`src/rtl/tinker_pkg.sv`:
```
// Shared fetch-path definitions: widths, reset PC and the queued instruction record.
package tinker_pkg;

   localparam int ADDR_W = 64;
   localparam int INSTR_W = 32;
   localparam logic [ADDR_W-1:0] RESET_PC = 64'h2000;
   localparam int INSTR_BYTES = 4;

   typedef struct packed {
      logic [INSTR_W-1:0] instr;
      logic [ADDR_W-1:0]  pc;
   } fetch_entry_t;

   // Clear the sub-instruction offset bits of a redirect target.
   function automatic logic [ADDR_W-1:0] align_pc(input logic [ADDR_W-1:0] pc);
      return pc & ~ADDR_W'(INSTR_BYTES - 1);
   endfunction

endpackage

```
`src/rtl/fetch_queue_chk.sv`:
```
// Protocol and bookkeeping assertions for fetch_queue.
module fetch_queue_chk #(
   parameter int DEPTH = 4,
   localparam int CNT_W = $clog2(DEPTH + 1)
) (
   input logic             clk,
   input logic             reset,
   input logic             resp_valid,
   input logic [CNT_W-1:0] inflight,
   input logic [CNT_W-1:0] drop,
   input logic [CNT_W-1:0] inst_count,
   input logic [CNT_W-1:0] tag_count
);

   a_resp_needs_request: assert property (@(posedge clk) disable iff (!reset)
      resp_valid |-> (inflight != {CNT_W{1'b0}}));

   a_drop_bounded: assert property (@(posedge clk) disable iff (!reset)
      drop <= inflight);

   a_occupancy_bounded: assert property (@(posedge clk) disable iff (!reset)
      ({1'b0, inst_count} + {1'b0, inflight}) <= (CNT_W + 1)'(DEPTH));

   // Every live (non-dropped) request owns exactly one PC tag.
   a_tags_track_live: assert property (@(posedge clk) disable iff (!reset)
      tag_count == (inflight - drop));

endmodule

```
`src/rtl/fetch_queue_fifo.sv`:
```
// Synchronous DEPTH-entry FIFO with a flush input; the head is readable without a pop.
module fetch_fifo #(
   parameter int WIDTH = 8,
   parameter int DEPTH = 4,
   localparam int PTR_W = $clog2(DEPTH),
   localparam int CNT_W = $clog2(DEPTH + 1)
) (
   input  logic             clk,
   input  logic             reset,
   input  logic             flush,
   input  logic             push,
   input  logic [WIDTH-1:0] push_data,
   input  logic             pop,
   output logic [WIDTH-1:0] head_data,
   output logic [CNT_W-1:0] count
);

   localparam logic [PTR_W-1:0] PTR_ONE = PTR_W'(1);
   localparam logic [CNT_W-1:0] CNT_ONE = CNT_W'(1);
   localparam logic [CNT_W-1:0] CNT_FULL = CNT_W'(DEPTH);

   logic [WIDTH-1:0] mem_q [DEPTH];
   logic [WIDTH-1:0] mem_d [DEPTH];
   logic [PTR_W-1:0] wr_ptr_q, wr_ptr_d;
   logic [PTR_W-1:0] rd_ptr_q, rd_ptr_d;
   logic [CNT_W-1:0] count_q, count_d;
   logic             do_push_s;
   logic             do_pop_s;

   assign do_push_s = push && !flush && (count_q != CNT_FULL);
   assign do_pop_s  = pop && !flush && (count_q != {CNT_W{1'b0}});
   assign head_data = mem_q[rd_ptr_q];
   assign count     = count_q;

   // Pointer, occupancy and storage next-state; flush wins over push/pop.
   always_comb begin
      mem_d    = mem_q;
      wr_ptr_d = wr_ptr_q;
      rd_ptr_d = rd_ptr_q;
      count_d  = count_q;
      if (flush) begin
         wr_ptr_d = {PTR_W{1'b0}};
         rd_ptr_d = {PTR_W{1'b0}};
         count_d  = {CNT_W{1'b0}};
      end else begin
         if (do_push_s) begin
            mem_d[wr_ptr_q] = push_data;
            wr_ptr_d        = wr_ptr_q + PTR_ONE;
         end else begin
            wr_ptr_d = wr_ptr_q;
         end
         if (do_pop_s) begin
            rd_ptr_d = rd_ptr_q + PTR_ONE;
         end else begin
            rd_ptr_d = rd_ptr_q;
         end
         case ({do_push_s, do_pop_s})
            2'b10:   count_d = count_q + CNT_ONE;
            2'b01:   count_d = count_q - CNT_ONE;
            default: count_d = count_q;
         endcase
      end
   end

   // State registers; storage is cleared so the head reads zero out of reset.
   always_ff @(posedge clk or negedge reset) begin
      if (!reset) begin
         for (int i = 0; i < DEPTH; i++) begin
            mem_q[i] <= {WIDTH{1'b0}};
         end
         wr_ptr_q <= {PTR_W{1'b0}};
         rd_ptr_q <= {PTR_W{1'b0}};
         count_q  <= {CNT_W{1'b0}};
      end else begin
         mem_q    <= mem_d;
         wr_ptr_q <= wr_ptr_d;
         rd_ptr_q <= rd_ptr_d;
         count_q  <= count_d;
      end
   end

endmodule

```
`src/rtl/fetch_queue.sv`:
```
// Sequential fetch-address generator with an in-order instruction queue and redirect flush.
module fetch_queue
   import tinker_pkg::*;
#(
   parameter int DEPTH = 4
) (
   input  logic               clk,
   input  logic               reset,
   input  logic               redirect,
   input  logic [ADDR_W-1:0]  redirect_pc,
   output logic               req_valid,
   input  logic               req_ready,
   output logic [ADDR_W-1:0]  req_addr,
   input  logic               resp_valid,
   input  logic [INSTR_W-1:0] resp_data,
   output logic               inst_valid,
   input  logic               inst_ready,
   output logic [INSTR_W-1:0] inst_data,
   output logic [ADDR_W-1:0]  inst_pc
);

   localparam int CNT_W = $clog2(DEPTH + 1);
   localparam logic [CNT_W-1:0] CNT_ZERO = {CNT_W{1'b0}};
   localparam logic [CNT_W-1:0] CNT_ONE = CNT_W'(1);

   logic [ADDR_W-1:0] fetch_pc_q, fetch_pc_d;
   logic [CNT_W-1:0]  inflight_q, inflight_d;
   logic [CNT_W-1:0]  drop_q, drop_d;
   logic [CNT_W-1:0]  inst_count_s;
   logic [CNT_W-1:0]  tag_count_s;
   logic [CNT_W:0]    occupancy_s;
   logic [ADDR_W-1:0] tag_head_s;
   fetch_entry_t      inst_head_s;
   fetch_entry_t      inst_push_s;
   logic              req_fire_s;
   logic              resp_ok_s;
   logic              keep_s;
   logic              deq_s;

   // Queued entries plus outstanding requests never exceed the queue depth.
   assign occupancy_s = {1'b0, inst_count_s} + {1'b0, inflight_q};
   assign req_valid   = reset && !redirect && (occupancy_s < (CNT_W + 1)'(DEPTH));
   assign req_addr    = fetch_pc_q;
   assign req_fire_s  = req_valid && req_ready;
   assign resp_ok_s   = resp_valid && (inflight_q != CNT_ZERO);
   assign keep_s      = resp_ok_s && (drop_q == CNT_ZERO) && !redirect;
   assign deq_s       = inst_valid && inst_ready && !redirect;
   assign inst_push_s = {resp_data, tag_head_s};
   assign inst_valid  = (inst_count_s != CNT_ZERO);
   assign inst_data   = inst_head_s.instr;
   assign inst_pc     = inst_head_s.pc;

   // Fetch PC and in-flight/drop bookkeeping; a redirect overrides every other event.
   always_comb begin
      fetch_pc_d = fetch_pc_q;
      inflight_d = inflight_q;
      drop_d     = drop_q;
      if (redirect) begin
         fetch_pc_d = align_pc(redirect_pc);
         inflight_d = resp_ok_s ? (inflight_q - CNT_ONE) : inflight_q;
         drop_d     = inflight_d;
      end else begin
         if (req_fire_s) begin
            fetch_pc_d = fetch_pc_q + ADDR_W'(INSTR_BYTES);
         end else begin
            fetch_pc_d = fetch_pc_q;
         end
         case ({req_fire_s, resp_ok_s})
            2'b10:   inflight_d = inflight_q + CNT_ONE;
            2'b01:   inflight_d = inflight_q - CNT_ONE;
            default: inflight_d = inflight_q;
         endcase
         if (resp_ok_s && (drop_q != CNT_ZERO)) begin
            drop_d = drop_q - CNT_ONE;
         end else begin
            drop_d = drop_q;
         end
      end
   end

   // Fetch state registers.
   always_ff @(posedge clk or negedge reset) begin
      if (!reset) begin
         fetch_pc_q <= RESET_PC;
         inflight_q <= CNT_ZERO;
         drop_q     <= CNT_ZERO;
      end else begin
         fetch_pc_q <= fetch_pc_d;
         inflight_q <= inflight_d;
         drop_q     <= drop_d;
      end
   end

   fetch_fifo #(
      .WIDTH($bits(fetch_entry_t)),
      .DEPTH(DEPTH)
   ) u_inst_fifo (
      .clk      (clk),
      .reset    (reset),
      .flush    (redirect),
      .push     (keep_s),
      .push_data(inst_push_s),
      .pop      (deq_s),
      .head_data(inst_head_s),
      .count    (inst_count_s)
   );

   // PC tags pair each response with its request address; stale responses never pop.
   fetch_fifo #(
      .WIDTH(ADDR_W),
      .DEPTH(DEPTH)
   ) u_tag_fifo (
      .clk      (clk),
      .reset    (reset),
      .flush    (redirect),
      .push     (req_fire_s),
      .push_data(fetch_pc_q),
      .pop      (keep_s),
      .head_data(tag_head_s),
      .count    (tag_count_s)
   );

   fetch_queue_chk #(
      .DEPTH(DEPTH)
   ) u_chk (
      .clk       (clk),
      .reset     (reset),
      .resp_valid(resp_valid),
      .inflight  (inflight_q),
      .drop      (drop_q),
      .inst_count(inst_count_s),
      .tag_count (tag_count_s)
   );

endmodule

```
`config.mk`:
```
export PLATFORM = sky130hd
export DESIGN_NAME = fetch_queue
export DESIGN_NICKNAME = d
export VERILOG_FILES = /design/src/rtl/tinker_pkg.sv /design/src/rtl/fetch_queue_chk.sv /design/src/rtl/fetch_queue_fifo.sv /design/src/rtl/fetch_queue.sv
export SDC_FILE = /design/constraint.sdc
export NUM_CORES = 1
export LEC_CHECK = 0
export BUFFER_PORTS_ARGS = -buffer_cell sky130_fd_sc_hd__buf_2
export CAP_MARGIN = 20
export CORE_MARGIN = 3
export CORE_UTILIZATION = 40
export CTS_CLUSTER_DIAMETER = 30
export DETAILED_ROUTE_END_ITERATION = 10
export PLACE_DENSITY = 0.67
export SLEW_MARGIN = 20
export SYNTH_ARGS = -nofsm -noshare
export SYNTH_HDL_FRONTEND = slang
export SYNTH_HIERARCHICAL = 1
export SYNTH_SLANG_ARGS = --single-unit
```
`constraint.sdc`:
```
create_clock -name clk -period 3.25 [get_ports clk]
set_input_delay 0.1625 -clock clk [delete_from_list [all_inputs] [get_ports clk]]
set_output_delay 0.1625 -clock clk [all_outputs]
set_load 0.02 [all_outputs]
```
==> flow_summary_export.csv <==
group,metric,value,unit
clock_network,root_buffer,"clkbuf_16",
grt,antenna_found_initial,5,
synth,synth_compound_area_share,3.34,%
timing,holdWs,83.8,ps
timing,fmax,0.334,GHz
synth,synth_edf_count,0,
power_and_ir_drop,vdd_drop_max,527,uV
status,status,"completed",
worst_setup_path,cp.arrival,3560,ps
route,vias,21700,
synth,synth_xor_area_share,0.337,%
synth,yosys.area_share.simple,5.48,%
synth,yosysMostFrequentCell,"dfrtp_1",
final_layout,instances_no_fill,3920,
timing,post-route-min-period,2990,ps
route,via_per_inst,5.52,
route,drt.antenna.violating_nets,0,
floorplanning,initial_core_util,40.8,%
worst_setup_path,crit_buf_inv,3,
clock_network,clkLatencyLatePin,720,ps
placement,hpwl,57.6,mm
timing,slew_headroom,35.4,%
worst_setup_path,start_kind,"register",
synth,seq_area_frac_synth,53.5,%
floorplanning,die-area,88000,um2
power_and_ir_drop,powerDensity,774,nW/um2
worst_setup_path,crit_slowest_cell,"nand3_4",
grt,grt_pass1_wl,142,mm
floorplanning,dieHeight,297,um
placement,io_buffers,259,
worst_setup_path,endpoint_kind,"register",
floorplanning,row_count,105,
synth,synth_seq_cells,722,
timing,hold_viol_final,0,
final_layout,fin_nets,2785,
synth,async_flop_share,100,%
clock_network,cts.sinks,722,
grt,overflow,0,
synth,synth_cell_types,65,
floorplanning,num_io_pins,264,
route,drc,0,
synth,synth_top_area_share,53.4,%
final_layout,drive_above_1_share,42.9,%
timing,worst_slew_pin_slew,969,ps
worst_setup_path,worstPathRequired,3820,ps
grt,grt_max_degree,196,
worst_hold_path,worst_hold_path_type,"input pin to async pin",
worst_setup_path,cpPeakStageDelay,490,ps
timing,slew_violations,0,
synth,synth_top_family_by_area,"multiplexers",
synth,ys_warn_count,6,
placement,dp.cells,3529,
worst_setup_path,regToRegSetupSlack,260,ps
synth,synthMuxAreaShare,32.9,%
synth,synthesis.area,33800,um2
floorplanning,die_x,297,um
clock_network,h-tree-depth,4,
floorplanning,core-area,82900,um2
worst_setup_path,setup.worst_path.class,"register to register",
timing,finalSetupViolCount,0,
synth,postSynthAreaPerCell,15.2,um2
synth,synth_common_cells,"721 x dfrtp_1, 359 x mux2_2, 221 x mux2_1",
grt,grt_use_total,20.7,%
clock_network,cts_tree,"built",
route,drtIter0Drc,1453,
synth,synth-adder-area-share,0.711,%
power_and_ir_drop,finalPower,32900,uW
clock_network,cts.repair.resized,0,
route,routedWlPerCell,23.4,um
worst_setup_path,crit_fanout,27,
synth,ys.flop_type,"dfrtp_1",
worst_setup_path,cp_common_cell,"inv_1",
run,cap_violations,0,
grt,grt_pass1_vias,23600,
worst_setup_path,worstPathCellList,"inv_1, ha_1, inv_1, o21ai_0, nor3_2, nor2b_1, nand3_4, buf_12, mux2_1",
power_and_ir_drop,power_leakage,0.0206,uW
worst_setup_path,cp_top_family,"simple AND/OR/NAND/NOR gates",
placement,routabilityCongestion,0.835,
worst_setup_path,regToRegEndpoint,"u_inst_fifo/mem_q[262]",
clock_network,numCtsBuffers,158,
synth,synth_cells,2227,
clock_network,cts.clk_slew.worst_paths,50,ps
synth,synth_largest_area_cell,"dfrtp_1",
route,wl,91.8,mm
worst_setup_path,r2r_cells,9,
timing,tns,0,ps
synth,synth_area_leaders,"dfrtp_1 53%, mux2_2 12%, mux4_2 11%",
timing,finalCritPeriodShare,92.0,%
clock_network,cts_buffer_depth,3,
route,dr.pass1.iters,5,
timing,finClkSkew,27.6,ps
final_layout,area_delta_synth_final,25.7,%
worst_setup_path,worstReg2RegStart,"inflight_q[1]",
timing,grt_setup_unrepaired,"false",
-- per-layer routing --
metal | global-route usage (%) | part of all wire, % | vias up
met5 | 0 | 0.014 | -
met4 | 7.03 | 2.5 | 2
met3 | 5.18 | 6.9 | 148
met2 | 33.3 | 48 | 761
met1 | 27.5 | 43 | 11400
li1 | - | - | 9302
-- logic make-up (layout without fill, tap and decap cells) --
| group | count (synthesis) | count (layout) |
|---|---|---|
| other cells | 1 | 12 |
| simple gates | 332 | 332 |
| xor+xnor | 13 | 13 |
| mux | 807 | 807 |
| buf+inv | 163 | 722 |
| compound gates | 171 | 171 |
| fa+ha+maj | 18 | 18 |
| flops | 722 | 722 |
-- stage by stage --
stage | cell area [um2] | setup WS [ps] | util, %
after floorplan | 33800 | 33.6 | -
after global placement | 36000 | 346 | 43.5
after detailed placement | 36000 | 321 | 43.5
after CTS | 42400 | 227 | 51.2
after global routing | 42500 | 73.1 | 51.2
final | 42500 | 260 | 51.2
-- flip-flops by register name, indices dropped and copies added, names as in the netlist --
name	flops
drop_q	3
inflight_q	3
req_addr	62
u_inst_fifo/count	3
u_inst_fifo/mem_q	384
u_inst_fifo/rd_ptr_q	2
u_inst_fifo/wr_ptr_q	2
u_tag_fifo/count	3
u_tag_fifo/mem_q	256
u_tag_fifo/rd_ptr_q	2
u_tag_fifo/wr_ptr_q	2
-- what timing repair did --
| action | CTS | global route |
|---|---|---|
| hold buffers | 98 | 0 |
| endpoints found under the setup margin | 0 | 0 |
| endpoints found under the hold margin | 479 | 0 |
| buffers inserted | 0 | 0 |
-- cell type report --
class / instances / area [um2]
clock buffers: 209 / 4490
fillers: 6748 / 40400
clock inverters: 81 / 942
well taps: 1123 / 1410
multi-input cells: 1351 / 14500
inverters: 18 / 67.6
diodes: 2 / 5.00
repair buffers: 414 / 3000
flip-flops and latches: 722 / 18100
-- report_power, final --
| part | leakage (uW) | switching (uW) | total (uW) | internal, uW |
|---|---|---|---|---|
| Combinational | 0.00820 | 3040 | 5850 | 2810 |
| Sequential | 0.00981 | 904 | 11200 | 10300 |
| Clock | 0.00263 | 5070 | 15900 | 10800 |
-- worst min-delay path, cell delays in order --
cell	delay (ps)
dlygate4sd3_1	570
buf_8	180
buf_12	230
-- worst max path at each step --
stage                                       start                     end  slack (ps)  depth (start not counted)
after global placement       u_inst_fifo/count[2]            req_addr[19]         350                          7
after global routing                  req_addr[3]            req_addr[60]          70                          7
final                               inflight_q[1]  u_inst_fifo/mem_q[262]         260                          9
after CTS                 u_inst_fifo/rd_ptr_q[0]           inst_data[31]         230                          3
after detailed placement     u_inst_fifo/count[2]            req_addr[35]         320                          7
after floorplan              u_inst_fifo/count[2]     u_tag_fifo/count[2]          30                         13
-- placed cells by master (no fill, tap or decap), types with 32 or more instances in the layout --
master and instances:
nand3_1 55, a21oi_1 32, mux2_1 221, mux4_2 160, nor2_1 33, clkinv_2 32, o21ai_0 55, buf_2 257
dfrtp_1 717, buf_4 37, mux2_2 359, nand2_1 95, dlygate4sd3_1 97, mux2_4 60, clkbuf_16 162
Power figures use the tool's default switching activity.
